===== src/rtl/moving_sum_filter.sv =====
// Boxcar sum and average over the last 2^k accepted samples, with k selectable at run time.
// Define MOVING_SUM_DECIM_EN to assert valid_o only once per completed block of 2^k samples.
module moving_sum_filter #(
    parameter int unsigned WIDTH    = 16,
    parameter int unsigned MAX_LOG2 = 4
) (
    input  logic                                   clk_i,
    input  logic                                   rst_i,
    input  logic signed [WIDTH-1:0]                data_i,
    input  logic                                   valid_i,
    input  logic        [$clog2(MAX_LOG2+1)-1:0]   win_log2_i,
    output logic signed [WIDTH-1:0]                data_o,
    output logic signed [WIDTH+MAX_LOG2-1:0]       sum_o,
    output logic                                   valid_o,
    output logic                                   full_o
);

    localparam int unsigned Depth = 1 << MAX_LOG2;
    localparam int unsigned SW    = WIDTH + MAX_LOG2;
    localparam int unsigned KW    = $clog2(MAX_LOG2 + 1);
    localparam int unsigned PW    = MAX_LOG2;
    localparam int unsigned FW    = MAX_LOG2 + 1;

    logic signed [WIDTH-1:0] buf_q [Depth];

    logic        [KW-1:0] win_q, win_d, k_eff;
    logic        [PW-1:0] wr_ptr_q, wr_ptr_d, rd_ptr;
    logic        [FW-1:0] fill_q, fill_d, fill_nxt, win_len;
    logic signed [SW-1:0] sum_q, sum_d, sum_nxt, data_ext, old_ext;
    logic signed [WIDTH-1:0] data_q, data_d;
    logic                 valid_q, valid_d, full_q, full_d;
    logic                 win_change, accept, win_full, out_fire;

`ifdef MOVING_SUM_DECIM_EN
    logic [FW-1:0] dec_q, dec_d, dec_inc;
`endif

    always_comb begin
        k_eff      = (win_log2_i > KW'(MAX_LOG2)) ? KW'(MAX_LOG2) : win_log2_i;
        win_change = (k_eff != win_q);
        accept     = valid_i && !win_change;
        win_len    = FW'(1) << win_q;
        win_full   = (fill_q == win_len);
        // Oldest sample in the window sits 2^win_q slots behind the write pointer.
        rd_ptr     = wr_ptr_q - win_len[PW-1:0];
        data_ext   = {{MAX_LOG2{data_i[WIDTH-1]}}, data_i};
        old_ext    = win_full ? {{MAX_LOG2{buf_q[rd_ptr][WIDTH-1]}}, buf_q[rd_ptr]} : '0;
        sum_nxt    = sum_q + data_ext - old_ext;
        fill_nxt   = win_full ? fill_q : fill_q + FW'(1);
    end

`ifdef MOVING_SUM_DECIM_EN
    always_comb begin
        dec_inc  = dec_q + FW'(1);
        out_fire = (dec_inc == win_len);
        dec_d    = dec_q;
        if (win_change) begin
            dec_d = '0;
        end else if (accept) begin
            dec_d = out_fire ? '0 : dec_inc;
        end
    end
`else
    assign out_fire = 1'b1;
`endif

    always_comb begin
        win_d    = k_eff;
        wr_ptr_d = wr_ptr_q;
        fill_d   = fill_q;
        sum_d    = sum_q;
        data_d   = data_q;
        valid_d  = 1'b0;
        full_d   = full_q;
        if (win_change) begin
            fill_d = '0;
            sum_d  = '0;
            data_d = '0;
            full_d = 1'b0;
        end else if (accept) begin
            wr_ptr_d = wr_ptr_q + PW'(1);
            fill_d   = fill_nxt;
            sum_d    = sum_nxt;
            data_d   = WIDTH'(sum_nxt >>> win_q);
            valid_d  = out_fire;
            full_d   = (fill_nxt == win_len);
        end
    end

    always_ff @(posedge clk_i) begin
        if (rst_i) begin
            win_q    <= '0;
            wr_ptr_q <= '0;
            fill_q   <= '0;
            sum_q    <= '0;
            data_q   <= '0;
            valid_q  <= 1'b0;
            full_q   <= 1'b0;
        end else begin
            win_q    <= win_d;
            wr_ptr_q <= wr_ptr_d;
            fill_q   <= fill_d;
            sum_q    <= sum_d;
            data_q   <= data_d;
            valid_q  <= valid_d;
            full_q   <= full_d;
        end
    end

`ifdef MOVING_SUM_DECIM_EN
    always_ff @(posedge clk_i) begin
        if (rst_i) begin
            dec_q <= '0;
        end else begin
            dec_q <= dec_d;
        end
    end
`endif

    // Sample storage needs no reset: the fill count masks stale entries.
    always_ff @(posedge clk_i) begin
        if (!rst_i && accept) begin
            buf_q[wr_ptr_q] <= data_i;
        end
    end

    assign data_o  = data_q;
    assign sum_o   = sum_q;
    assign valid_o = valid_q;
    assign full_o  = full_q;

endmodule


===== config.mk =====
export PLATFORM = sky130hd
export DESIGN_NAME = moving_sum_filter
export DESIGN_NICKNAME = d
export VERILOG_FILES = /design/src/rtl/moving_sum_filter.sv
export SDC_FILE = /design/constraint.sdc
export NUM_CORES = 1
export LEC_CHECK = 0
export CAP_MARGIN = 15
export CORE_ASPECT_RATIO = 1.1
export CORE_MARGIN = 5
export CORE_UTILIZATION = 40
export DETAILED_ROUTE_END_ITERATION = 6
export PLACE_DENSITY = 0.67
export SLEW_MARGIN = 25
export SYNTH_ARGS = -nofsm -noshare
export SYNTH_HDL_FRONTEND = slang
export SYNTH_SLANG_ARGS = --single-unit

===== constraint.sdc =====
create_clock -name clk_i -period 12.8 [get_ports clk_i]
set_input_delay 2.56 -clock clk_i [delete_from_list [all_inputs] [get_ports clk_i]]
set_output_delay 2.56 -clock clk_i [all_outputs]
set_load 0.05 [all_outputs]

==> impl_metrics.yaml <==
worst_setup_path:
  crit_arrival_ps: 7370
  max_stage_delay_ps: 1210
  crit_required_ps: 13320
  cpMostUsedCell: "a211oi_1"
  start_kind: "flip-flop"
  path_cells: "buf_4 > nor3_1 > ha_4 > inv_1 > fa_2 > buf_4 > mux4_2 > nor2b_1 > a211oi_1 > a211oi_1 > fa_1 > inv_1 > ha_1 > nand2_1 > o21ai_0 > mux2_2 > o311ai_2 > o22ai_1 > a211oi_1 > a22o_1 > a21o_1"
  critical_path_class: "flip-flop to flip-flop"
  cpLargestDelayFamily: "adder cells"
  end_kind: "flip-flop"
  cp_slowest_cell: "fa_2"
  cp_max_fo: 33
  cp_num_buf_inv: 4
synthesis:
  synth_ff_type: "edfxtp_1"
  synth_common_cells: "edfxtp_1, inv_1, mux4_2"
  synth_compound_area_share_pct: 7.84
  yosysMostFrequentCell: "edfxtp_1"
  synthAdderAreaFrac_pct: 5.33
  synth_nets: 1061
  synth_top_family_by_area: "multiplexers"
  syn_area_um2: 14300
  synth-edff-count: 256
  yosysWarnings: 0
  yosysSeqAreaShare_pct: 60.7
  yosys.area.top_type: "edfxtp_1"
  yosysUniqueCellTypes: 62
  synthSimpleGateAreaFrac_pct: 5.70
  synth_seq_cells: 306
  synthMuxAreaShare_pct: 14.6
  async_flop_share_pct: 0
  netlist_top_cells_area: "edfxtp_1, mux4_2, dfxtp_1"
  postSynthAreaPerCell_um2: 14.5
  postSynthCellCount: 990
  synthXorXnorAreaFrac_pct: 2.07
  yosys.area.top_type_share_pct: 53.7
timing:
  fmax_mhz: 146
  fin_setup_tns_ps: 0
  fin_crit_ps: 6850
  setup_viol: 0
  max-slew-margin-rel_pct: 32.7
  setup_slack_ps: 5950
  whs_ps: 466
  slew_viol_final: 0
  rsz0062_at_grt: "no"
  finClkSkew_ps: 22.8
  worst_slew_pin_slew_ps: 1010
  fin_crit_sh_pct: 53.5
  hold_viol_final: 0
clock_network:
  tritoncts.num_buffers: 31
  htree_num_levels: 1
  root_buffer: "clkbuf_16"
  clk_latency_ps: 580
  cts_tree: "built"
  clk_pin_slew_ps: 70
  clock-sinks: 306
  post_cts_resized: 0
  cts_hold_buffers: 0
  post_cts_buffers: 0
  ctsLongestPathBuffers: 3
routing:
  drt_wl_total_mm: 33.9
  avgRoutedWirePerCell_um: 21.8
  route.detailed.drc: 0
  first_iter_violations: 570
  drt_first_pass_iters: 7
  antenna_left: 0
  routed-via-count: 8438
  viasPerCell: 5.42
layout:
  area_growth_pct: 15.4
  antenna_cells: 0
  fin_nets: 1124
  layout-drive-gt1-share_pct: 16.4
  final_cells: 1557
  postLayoutCellArea_um2: 16500
  postLayoutCoreUtil_pct: 46.8
die:
  die_height_um: 208
  core_um2: 35300
  row_count: 72
  die-area_um2: 39700
  start_util_pct: 40.6
  pin_count: 60
  die_w_um: 190
placement:
  dp_cells: 1501
  pre_cts_slack_ps: 5920
  port_buffers: 59
  dp_hpwl_mm: 21.6
  place_area_um2: 15600
  gp_congestion: 0.853
grt:
  grt_overflow: 0
  grt_pass1_wl_mm: 52.3
  grt_start_max_net_pins: 52
  grt.total_usage_pct: 17.0
  grt_pass1_vias: 8502
  antenna_found_initial: 0
power_and_ir_drop:
  power.density_nw_per_um2: 155
  ir_drop_v: 0.000115
  leakagePower_nw: 5.71
  total_power_mw: 2.55
min_path:
  hold_class: "flip-flop to flip-flop"
run:
  cap_violations: 0
run_status:
  outcome: "complete, no violations"
worst paths after layout:
| check | endpoint | depth (start not counted) | startpoint | slack (ps) |
|---|---|---|---|---|
| worst max-delay path | data_o[10]$_SDFFE_PP0P_ | 21 | win_q[1]$_SDFF_PP0_ | 5950 |
| worst min-delay path | data_o[11]$_SDFFE_PP0P_ | 2 | data_o[11]$_SDFFE_PP0P_ | 470 |
| worst max register to register | data_o[10]$_SDFFE_PP0P_ | 21 | win_q[1]$_SDFF_PP0_ | 5950 |
| worst min register to register | data_o[11]$_SDFFE_PP0P_ | 2 | data_o[11]$_SDFFE_PP0P_ | 470 |
worst register-to-register path, cell delays in order (launching register included):
cell and delay, ps:
dfxtp_1 300, buf_4 210, nor3_1 330, ha_4 170
inv_1 60, fa_2 1210, buf_4 570, mux4_2 410
nor2b_1 150, a211oi_1 250, a211oi_1 110, fa_1 510
inv_1 40, ha_1 450, nand2_1 110, o21ai_0 390
mux2_2 390, o311ai_2 150, o22ai_1 130, a211oi_1 530
a22o_1 230, a21o_1 90
cells by family (layout without fill, tap and decap cells):
family	Yosys count	after routing
XOR/XNOR	33	33
buffers and inverters	140	226
multiplexers	123	123
AND/OR/NAND/NOR	178	178
AO/OA/AOI/OAI	161	161
adder cells (fa/ha/maj)	49	49
flip-flops	306	306
flip-flops by register name (all words and copies together), names as in the netlist:
| name | cells |
|---|---|
| valid_o | 1 |
| fill_q | 5 |
| win_q | 3 |
| wr_ptr_q | 4 |
| data_o | 16 |
| sum_o | 20 |
| full_o | 1 |
| buf_q | 256 |
layout by cell type, fill, tap and decap left out, types with 7 or more instances in the layout:
cell,n
mux2i_1,49
nand2_1,48
a21oi_1,40
nand4_1,7
ha_1,28
a211oi_1,40
clkbuf_1,7
nor2b_1,21
dfxtp_1,50
o21ai_0,25
clkbuf_16,31
inv_1,83
xnor2_1,19
edfxtp_1,256
nand3_1,9
buf_4,25
fa_1,19
clkinv_1,10
a31oi_1,7
clkdlybuf4s50_1,59
nor2_2,13
mux4_2,67
nor2_1,52
xor2_1,11
layout make-up:
type / instances / area (µm²)
Timing Repair Buffer: 85 / 790
Sequential cell: 306 / 8690
Inverter: 85 / 319
Clock buffer: 38 / 802
Multi-Input combinational cell: 544 / 5180
Fill cell: 3124 / 18800
Clock inverter: 18 / 151
Tap cell: 481 / 602
power by group:
part	total (mW)	switching, mW	internal [mW]	leakage (nW)
sequential	1.09	0.00539	1.08	2.70
combinational	0.609	0.360	0.249	2.56
clock	0.857	0.373	0.484	0.449
total	2.55	0.738	1.82	5.71
per-layer routing:
metal / global-route usage, % / part of all wire (%) / wire length, µm
met5: 0 / 0 / 0
met1: 23.9 / 42 / 14300
met2: 28.0 / 49 / 16700
met4: 3.91 / 2.1 / 702
met3: 2.87 / 6.3 / 2150
Power figures use the tool's default switching activity.
